===== config.mk =====
export PLATFORM = sky130hd
export DESIGN_NAME = rs485_frame_tx
export DESIGN_NICKNAME = d
export VERILOG_FILES = /design/src/rtl/rs485_frame_tx.sv
export SDC_FILE = /design/constraint.sdc
export NUM_CORES = 2
export LEC_CHECK = 0
export ABC_AREA = 1
export BUFFER_PORTS_ARGS = -buffer_cell sky130_fd_sc_hd__clkbuf_2
export CORE_MARGIN = 3
export CORE_UTILIZATION = 30
export CTS_CLUSTER_DIAMETER = 60
export DETAILED_ROUTE_END_ITERATION = 12
export PLACE_DENSITY = 0.45
export SKIP_CTS_REPAIR_TIMING = 1
export SLEW_MARGIN = 20
export SYNTH_ARGS = -nofsm -noshare
export SYNTH_HDL_FRONTEND = slang
export SYNTH_SLANG_ARGS = --single-unit
export TNS_END_PERCENT = 5

===== constraint.sdc =====
create_clock -name clk5MHz -period 4.7 [get_ports clk5MHz]
set_input_delay 0.235 -clock clk5MHz [delete_from_list [all_inputs] [get_ports clk5MHz]]
set_output_delay 0.235 -clock clk5MHz [all_outputs]
set_load 0.1 [all_outputs]

===== src/rtl/rs485_frame_tx.sv =====
// rtl/rs485_frame_tx.sv - ping-pong buffered RS-485 word burst transmitter with driver guard timing
module rs485_frame_tx #(
    parameter int WORD_W  = 18,
    parameter int NWORDS  = 97,
    parameter int BIT_DIV = 1,
    parameter int PARITY  = 0,
    parameter int DLY_RX  = 10,
    parameter int DLY_TX  = 5,
    parameter int DLY_EN  = 15,
    parameter int DLY_REL = 5
) (
    input  logic              clk5MHz,
    input  logic              rst,
    input  logic              wr_en,
    input  logic [WORD_W-1:0] data_in,
    output logic              rs485_tx,
    output logic              dir_RX,
    output logic              dir_TX,
    output logic              accept,
    output logic              busy,
    output logic              overflow
);
    localparam int FB = (PARITY != 0) ? 11 : 10;
    localparam int AW = $clog2(2 * NWORDS);

    typedef enum logic [2:0] {IDLE, PRE_RX, PRE_TX, PRE_EN, SEND, POST, REL} state_t;

    logic [WORD_W-1:0] mem [2*NWORDS];
    logic [1:0]        full;
    logic              wbank;
    logic              tbank;
    logic [7:0]        wptr;
    logic [7:0]        widx;
    logic [7:0]        ld_widx;
    logic [1:0]        byi;
    logic [1:0]        ld_byi;
    logic [3:0]        bidx;
    logic [15:0]       cnt;
    logic [15:0]       bcnt;
    logic [9:0]        sh;
    logic [AW-1:0]     waddr;
    logic [AW-1:0]     raddr;
    logic [10:0]       ld_frame;
    logic              last_byte;
    logic              rel_done;
    state_t            state;

    // Byte 0 = word[15:8], byte 1 = word[7:0], byte 2 = upper bits left-justified.
    function automatic logic [7:0] byte_sel(input logic [WORD_W-1:0] w, input logic [1:0] i);
        logic [23:0] w24;
        w24 = 24'(w);
        case (i)
            2'd0:    return w24[15:8];
            2'd1:    return w24[7:0];
            default: return w24[23:16] << (24 - WORD_W);
        endcase
    endfunction

    // Line bits in transmit order: start, data MSB first, optional parity, stop.
    function automatic logic [10:0] frame_of(input logic [7:0] b);
        logic [10:0] f;
        f    = '1;
        f[0] = 1'b0;
        for (int i = 0; i < 8; i++) f[1+i] = b[7-i];
        if (PARITY == 1)      f[9] = ^b;
        else if (PARITY == 2) f[9] = ~^b;
        return f;
    endfunction

    assign waddr     = AW'(int'(wptr) + (wbank ? NWORDS : 0));
    assign last_byte = (byi == 2'd2) && (widx == 8'(NWORDS - 1));
    assign rel_done  = (state == REL) && (cnt >= 16'(DLY_REL - 1));

    // Index of the byte to load next: word 0 byte 0 before the burst, else the successor.
    always_comb begin
        ld_widx = 8'd0;
        ld_byi  = 2'd0;
        if (state == SEND) begin
            ld_byi  = (byi == 2'd2) ? 2'd0 : byi + 2'd1;
            ld_widx = (byi == 2'd2) ? widx + 8'd1 : widx;
        end
    end

    assign raddr    = AW'(int'(ld_widx) + (tbank ? NWORDS : 0));
    assign ld_frame = frame_of(byte_sel(mem[raddr], ld_byi));

    // Write side: fill the current bank, flag it full, drop writes into a full bank.
    always_ff @(posedge clk5MHz) begin
        if (rst) begin
            full     <= 2'b00;
            wptr     <= 8'd0;
            wbank    <= 1'b0;
            overflow <= 1'b0;
        end else begin
            if (rel_done) full[tbank] <= 1'b0;
            if (wr_en) begin
                if (full[wbank]) begin
                    overflow <= 1'b1;
                end else begin
                    mem[waddr] <= data_in;
                    if (wptr == 8'(NWORDS - 1)) begin
                        full[wbank] <= 1'b1;
                        wptr        <= 8'd0;
                        wbank       <= ~wbank;
                    end else begin
                        wptr <= wptr + 8'd1;
                    end
                end
            end
        end
    end

    // Transaction FSM: guard sequence, serial burst of the selected bank, release.
    always_ff @(posedge clk5MHz) begin
        if (rst) begin
            state    <= IDLE;
            rs485_tx <= 1'b1;
            dir_RX   <= 1'b0;
            dir_TX   <= 1'b0;
            accept   <= 1'b0;
            busy     <= 1'b0;
            tbank    <= 1'b0;
            cnt      <= 16'd0;
            bcnt     <= 16'd0;
            bidx     <= 4'd0;
            byi      <= 2'd0;
            widx     <= 8'd0;
            sh       <= '1;
        end else begin
            case (state)
                IDLE: begin
                    rs485_tx <= 1'b1;
                    if (|full) begin
                        // With both banks full the write bank pointer names the older one.
                        tbank  <= (&full) ? wbank : full[1];
                        accept <= 1'b1;
                        busy   <= 1'b1;
                        cnt    <= 16'd0;
                        state  <= PRE_RX;
                    end
                end
                PRE_RX: begin
                    if (cnt == 16'(DLY_RX - 1)) begin
                        dir_RX <= 1'b1;
                        cnt    <= 16'd0;
                        state  <= PRE_TX;
                    end else begin
                        cnt <= cnt + 16'd1;
                    end
                end
                PRE_TX: begin
                    if (cnt == 16'(DLY_TX - 1)) begin
                        dir_TX <= 1'b1;
                        cnt    <= 16'd0;
                        state  <= PRE_EN;
                    end else begin
                        cnt <= cnt + 16'd1;
                    end
                end
                PRE_EN: begin
                    if (cnt == 16'(DLY_EN - 1)) begin
                        widx     <= 8'd0;
                        byi      <= 2'd0;
                        bidx     <= 4'd0;
                        bcnt     <= 16'd0;
                        rs485_tx <= ld_frame[0];
                        sh       <= ld_frame[10:1];
                        state    <= SEND;
                    end else begin
                        cnt <= cnt + 16'd1;
                    end
                end
                SEND: begin
                    if (bcnt == 16'(BIT_DIV - 1)) begin
                        bcnt <= 16'd0;
                        if (bidx == 4'(FB - 1)) begin
                            if (last_byte) begin
                                dir_TX   <= 1'b0;
                                rs485_tx <= 1'b1;
                                cnt      <= 16'd0;
                                state    <= POST;
                            end else begin
                                widx     <= ld_widx;
                                byi      <= ld_byi;
                                bidx     <= 4'd0;
                                rs485_tx <= ld_frame[0];
                                sh       <= ld_frame[10:1];
                            end
                        end else begin
                            bidx     <= bidx + 4'd1;
                            rs485_tx <= sh[0];
                            sh       <= {1'b1, sh[9:1]};
                        end
                    end else begin
                        bcnt <= bcnt + 16'd1;
                    end
                end
                POST: begin
                    // The release delay is counted from the dir_TX drop, so POST's cycle counts.
                    rs485_tx <= 1'b1;
                    cnt      <= cnt + 16'd1;
                    state    <= REL;
                end
                REL: begin
                    if (rel_done) begin
                        dir_RX <= 1'b0;
                        accept <= 1'b0;
                        busy   <= 1'b0;
                        state  <= IDLE;
                    end else begin
                        cnt <= cnt + 16'd1;
                    end
                end
                default: state <= IDLE;
            endcase
        end
    end
endmodule


---- After elaboration in Yosys (flattened, before gate mapping) ----
Memory sizes are Yosys's and may differ from the RTL's.
Cells that the tools add are included.
operators by class
  div/mod/pow operators ................... 0
  $lt $le $gt $ge ......................... 5
  $add $sub $neg .......................... 8
  multiply operators ...................... 0
  reductions and logical operators ........ 29
  multiplexer cells ....................... 80
  eq/ne operators ......................... 26
  bitwise gates (word level) .............. 5
  shift operators ......................... 0
operators by type and width
  operator                                                             number
  two-way mux 16 bit                                                   10
  case mux 16 bit (7 select lines)                                     1
  two-way mux 8 bit                                                    7
  two-way mux 10 bit                                                   4
  adder 16 x 1 -> 16 bit (second input constant)                       2
  == test 16 x 4 -> 1 bit (second input constant)                      2
  case mux 16 bit (2 select lines)                                     1
  case mux 8 bit (2 select lines)                                      2
  two-way mux 3 bit                                                    8
  two-way mux 2 bit                                                    11
  case mux 3 bit (7 select lines)                                      1
  two-way mux 1 bit                                                    20
  case mux 10 bit (2 select lines)                                     1
  inequality test 2 bit (second input constant)                        9
  adder 8 x 1 -> 8 bit (second input constant)                         2
  adder 8 x 7 -> 8 bit                                                 2
  == test 16 x 3 -> 1 bit (second input constant)                      1
  == test 8 x 7 -> 1 bit (second input constant)                       2
  greater-or-equal comparator 16 x 3 -> 1 bit (second input constant)  1
  logical NOT 16 bit                                                   1
  two-way mux 4 bit                                                    4
  two-way mux 7 bit                                                    2
  AND reduction 3 bit                                                  4
  AND reduction 2 bit                                                  5
  32 further kinds                                                     50
word-level totals
  input port bits ......................... 21
  memories kept ........................... 1
  output and inout port bits .............. 6
  word-level logic and storage cells ...... 170
  bits in latches ......................... 0
  register bits ........................... 76
  ROM bits ................................ 0
  RAM bits ................................ 3492
memory list
  memory  depth  width  read ports  clocked after memory_dff  write ports  line  text
  mem     194    18     1           0                         1            28    logic [WORD_W-1:0] mem [2*NWORDS];

---- Depth between registers and ports, before layout ----
  word-level depth ........................ 12
  mapped depth ............................ 30
  gate-level depth less buffers ........... 26

---- Worst setup path after synthesis ----
OpenSTA, ideal clock, no wires.
  path type ............................... register to register
  start ................................... reg state[0]
  end ..................................... reg sh[7]
  required time ........................... 4585 ps
  period minus slack after synthesis ...... 3333 ps
  arrival time ............................ 3219 ps
  slack ................................... 1367 ps
  buffers on the path ..................... 6
  setup time .............................. 115 ps
  cell stages (with the launch flop) ...... 28
  path through ............................ dfxtp_1 -> inv_2 -> nand2_4 -> nor2_8 -> buf_2 -> nand2_1 -> a21oi_1 -> ha_1 -> ha_1 -> buf_2 -> inv_1 -> buf_4 -> buf_2 -> buf_2 -> clkbuf_1 -> o21ai_0 -> nand3_1 -> nand3_1 -> nand2_1 -> nand2_1 -> nand3_1 -> nand3_1 -> nand3_1 -> nand2_1 -> a21oi_1 -> nand2_1 -> nand2_1 -> nand2_1
on the way
  word-level cells in the longest chain between the ends .. 9
  elaborated cells between the ends (all ways) .. 19
  classes of those cells .................. 1 x add/sub; 6 x eq/ne; 8 x mux; 3 x reduce/logical; 1 x memory
ends and longest elaborated chain
  what                              line     text
  from (decl)                       46       state_t state;
  from (signal assigned)            116      state <= IDLE;
  from (signal assigned)            139      state <= PRE_RX;
  from (signal assigned)            146      state <= PRE_TX;
  == test 3 bit                     78, 130
  two-way mux 8 bit                 78       if (state == SEND) begin
  adder 8 x 7 -> 8 bit              84       assign raddr = AW'(int'(ld_widx) + (tbank ? NWORDS : 0));
  memory (194 x 18 bit)             --
  case mux 8 bit (2 select lines)   52       case (i)
  two-way mux 10 bit                177      if (last_byte) begin
  two-way mux 10 bit                176      if (bidx == 4'(FB - 1)) begin
  two-way mux 10 bit                174      if (bcnt == 16'(BIT_DIV - 1)) begin
  case mux 10 bit (2 select lines)  130      case (state)
  to (signal assigned)              167      sh <= ld_frame[10:1];
  to (signal assigned)              187      sh <= ld_frame[10:1];
  to (signal assigned)              192      sh <= {1'b1, sh[9:1]};
  to (decl)                         40       logic [9:0] sh;
Several ways; a longest one is shown, not always the timed one. The select of a mux whose other input is x is not followed.
A chain may end at the register's enable or synchronous reset.

---- Worst setup path after layout ----
  start ................................... reg state[0]
  end ..................................... reg sh[0]
The elaborated chain is that of the path after synthesis.

==> flow_metrics.py <==
metrics = {
    "route": {
        "drc": 0,
        "wl_um": 487000,
        "vias": 95400,
        "dr.first_iter.drc_count": 9959,
        "viasPerCell": 5.05,
        "routedWlPerCell_um": 25.8,
        "dr_wl_met2_um": 222000,
        "wl_met1_um": 223000,
        "highest_layer": "met4",
        "ant_nets": 0,
        "wl_met3_um": 31400,
        "dr.pass1.iters": 6,
    },
    "clock_network": {
        "htreeDepth": 5,
        "cts_buffers": 410,
        "cts_num_sinks": 3566,
        "cts-root-buf": "clkbuf_16",
        "clkLatencyLatePin_ns": 1.01,
        "clockBufferDepth": 4,
        "cts_tree": "yes",
        "cts.clk_slew.worst_paths_ns": 0.06,
    },
    "yosys": {
        "synth-main-ff-cell": "edfxtp_1",
        "synth_fp_nets": 11900,
        "seq_area_frac_synth": 0.734,
        "synth_edf_count": 3492,
        "synth.cell_area_um2": 145000,
        "yosysWarnings": 0,
        "avgSynthCellArea_um2": 12.2,
        "syn_inst": 11900,
        "async_reset_ff_frac": 0,
        "ys_ff_latch": 3566,
        "ys_types": 50,
    },
    "layout": {
        "final_cell_mix": "3492 x edfxtp_1, 2671 x nand2_1, 1024 x nand3_1, 1008 x nor2_1, 994 x o21ai_0",
        "regArea_um2": 106000,
        "area_growth_syn_to_layout_pct": 17.0,
        "fillers": 47100,
        "fin_nets": 12200,
        "multi_input_area_um2": 35100,
        "finalInstanceArea_um2": 169000,
        "final_common_cell": "edfxtp_1",
        "drive_gt1_frac": 0.113,
    },
    "timing": {
        "finalSetupViolCount": 0,
        "min_period_ns": 4.65,
        "clock_skew_ns": 0.0726,
        "max_slew_margin": 0.258,
        "maxSlewViolCount": 0,
        "period_share": 0.990,
        "hold_violations": 0,
        "rsz0062_at_grt": "yes",
        "clock.fmax_mhz": 215,
        "worst_pin_slew_ns": 1.11,
    },
    "global_routing": {
        "track_usage": 0.192,
        "grt_max_degree": 124,
        "grt_pass1_wl_um": 693000,
        "overflow": 0,
        "antenna_found_initial": 29,
        "grt_pass1_vias": 91000,
    },
    "place": {
        "io_buffer_count": 26,
        "place_area_um2": 156000,
        "dp_hpwl_um": 287000,
        "place_congestion": 0.882,
    },
    "worst_setup_path": {
        "path_common_cell": "nand2_1",
        "critical_path_required_ns": 5.59,
        "startpoint": "state[0]",
        "crit-reg2reg-launch": "state[0]",
        "path_class": "flop to flop",
        "crit_fanout": 30,
        "critPathCaptureType": "flop",
        "cp-start-kind": "flop",
        "worstRegToRegCells": 26,
        "cp_slowest_cell": "dfxtp_1",
        "r2r_setup_slack_ns": 0.05,
        "r2r-end": "sh[0]",
        "cp_slowest_stage_delay_ns": 0.36,
        "arrival_ns": 5.54,
        "crit_path_end": "sh[0]",
    },
    "power": {
        "ir_worst_vdd_mv": 0.290,
        "power_uw": 73300,
        "p_leak_uw": 0.0584,
        "power_density_nw_per_um2": 433,
    },
    "outcome": {
        "outcome": "finished, final reports clean",
    },
    "die": {
        "die_y_um": 701,
        "num_io_pins": 27,
        "die_x_um": 701,
        "coreArea_um2": 480000,
        "die_area_um2": 491000,
        "fp-row-count": 254,
        "initial_core_util": 0.302,
    },
    "job": {
        "maxCapViolCount": 0,
    },
    "worst_hold_path": {
        "hp-class": "primary input to flop",
    },
}
[stage by stage]
| stage | setup slack, ns | setup TNS, ns | utilization | hold slack, ns | std cells |
|---|---|---|---|---|---|
| 4_1_cts | -0.0139 | -0.0139 | 0.353 | -0.365 | 18800 |
| 5_1_grt | -0.0504 | -0.0686 | 0.353 | 0.263 | 18900 |
| 2_1_floorplan | 1.37 | 0 | - | 0.334 | 11900 |
| 3_3_place_gp | -0.0580 | -0.0580 | 0.326 | 0.430 | 18100 |
| 3_5_place_dp | 0.0256 | 0 | 0.326 | 0.432 | 18100 |
| 6_report | 0.0471 | 0 | 0.353 | 0.274 | 18900 |
[state kept, by name (all words and copies together), names as in the netlist, 2 cells and up]
signal and cells:
wptr 8, sh 8, cnt 16, state 3
byi 2, widx 8, bidx 4, full 2
bcnt 16, mem 3492
[critical path, delay by kind of cell, from the launching register on]
kind / cells / cell delay (ns)
buffers and inverters: 5 / 1.10
AND/OR/NAND/NOR: 16 / 1.89
AO/OA/AOI/OAI: 3 / 0.64
adder cells (fa/ha/maj): 2 / 0.47
flip-flops: 1 / 0.36
[cells in the mapped netlist (all sizes together), types with 2 or more instances]
library cell / number / area (µm²)
nand3b: 5 / 37.5
xor2: 8 / 70.1
o21bai: 101 / 758
nor3b: 4 / 30.0
clkbuf: 444 / 1670
buf: 374 / 1880
xnor2: 2 / 17.5
a22o: 157 / 1380
a211oi: 10 / 75.1
nor3: 23 / 115
clkinv: 4 / 16.3
a21oi: 619 / 3100
o21ai: 1019 / 5100
o22a: 83 / 727
mux2i: 6 / 60.1
inv: 135 / 509
a22oi: 90 / 676
nor4: 7 / 43.8
nor2: 1189 / 4480
ha: 20 / 250
a32oi: 3 / 26.3
a221oi: 6 / 52.6
dfxtp: 74 / 1480
a32o: 60 / 601
nand2: 2703 / 10200
edfxtp: 3492 / 105000
o211ai: 20 / 150
nand3: 1033 / 5170
a31oi: 2 / 12.5
o22ai: 179 / 1120
nand4: 22 / 144
[layer usage]
metal  up-vias  global-route usage
li1      43500                   -
met1     48500               0.278
met3       586              0.0323
met4         0              0.0436
met5         -                   0
met2      2823               0.303
[worst min-delay path by stage]
| stage | startpoint | endpoint | slack, ns | cells after the start |
|---|---|---|---|---|
| 6_report | data_in[15] | mem[49][15] | 0.27 | 2 |
| 5_1_grt | data_in[15] | mem[49][15] | 0.26 | 2 |
| 4_1_cts | data_in[15] | mem[49][15] | -0.37 | 1 |
| 3_5_place_dp | cnt[4] | cnt[4] | 0.43 | 1 |
| 3_3_place_gp | cnt[4] | cnt[4] | 0.43 | 1 |
| 2_1_floorplan | data_in[0] | mem[0][0] | 0.33 | 0 |
[kinds of logic (layout without fill, tap and decap cells)]
| family | count (synthesis) | in the layout | synth area share |
|---|---|---|---|
| AND/OR/NAND/NOR | 4987 | 4987 | 0.140 |
| flip-flops | 3566 | 3566 | 0.734 |
| AO/OA/AOI/OAI | 2353 | 2353 | 0.0953 |
| buffers and inverters | 957 | 1528 | 0.0281 |
| adder cells (fa/ha/maj) | 20 | 20 | 0.00173 |
| XOR/XNOR | 10 | 10 | 0.000605 |
| multiplexers | 6 | 6 | 0.000415 |
| other | 0 | 6 | 0 |
[layout make-up]
| cell class | instances | area share |
|---|---|---|
| well taps | 6400 | 0.0473 |
| clock buffers | 508 | 0.0639 |
| inverters | 139 | 0.00329 |
| flip-flops and latches | 3566 | 0.628 |
| diodes | 6 | 0.0000886 |
| clock inverters | 251 | 0.0127 |
| repair buffers | 630 | 0.0380 |
| multi-input cells | 7376 | 0.207 |
[where the power goes]
part           leakage (µW)  switching (µW)  internal [µW]  total (µW)
Clock               0.00632           13300          17800       31100
Sequential           0.0320            73.9          35000       35100
Combinational        0.0201            5300           1880        7180
Total                0.0584           18700          54700       73300
No activity file was read; power rests on OpenSTA's default activity.
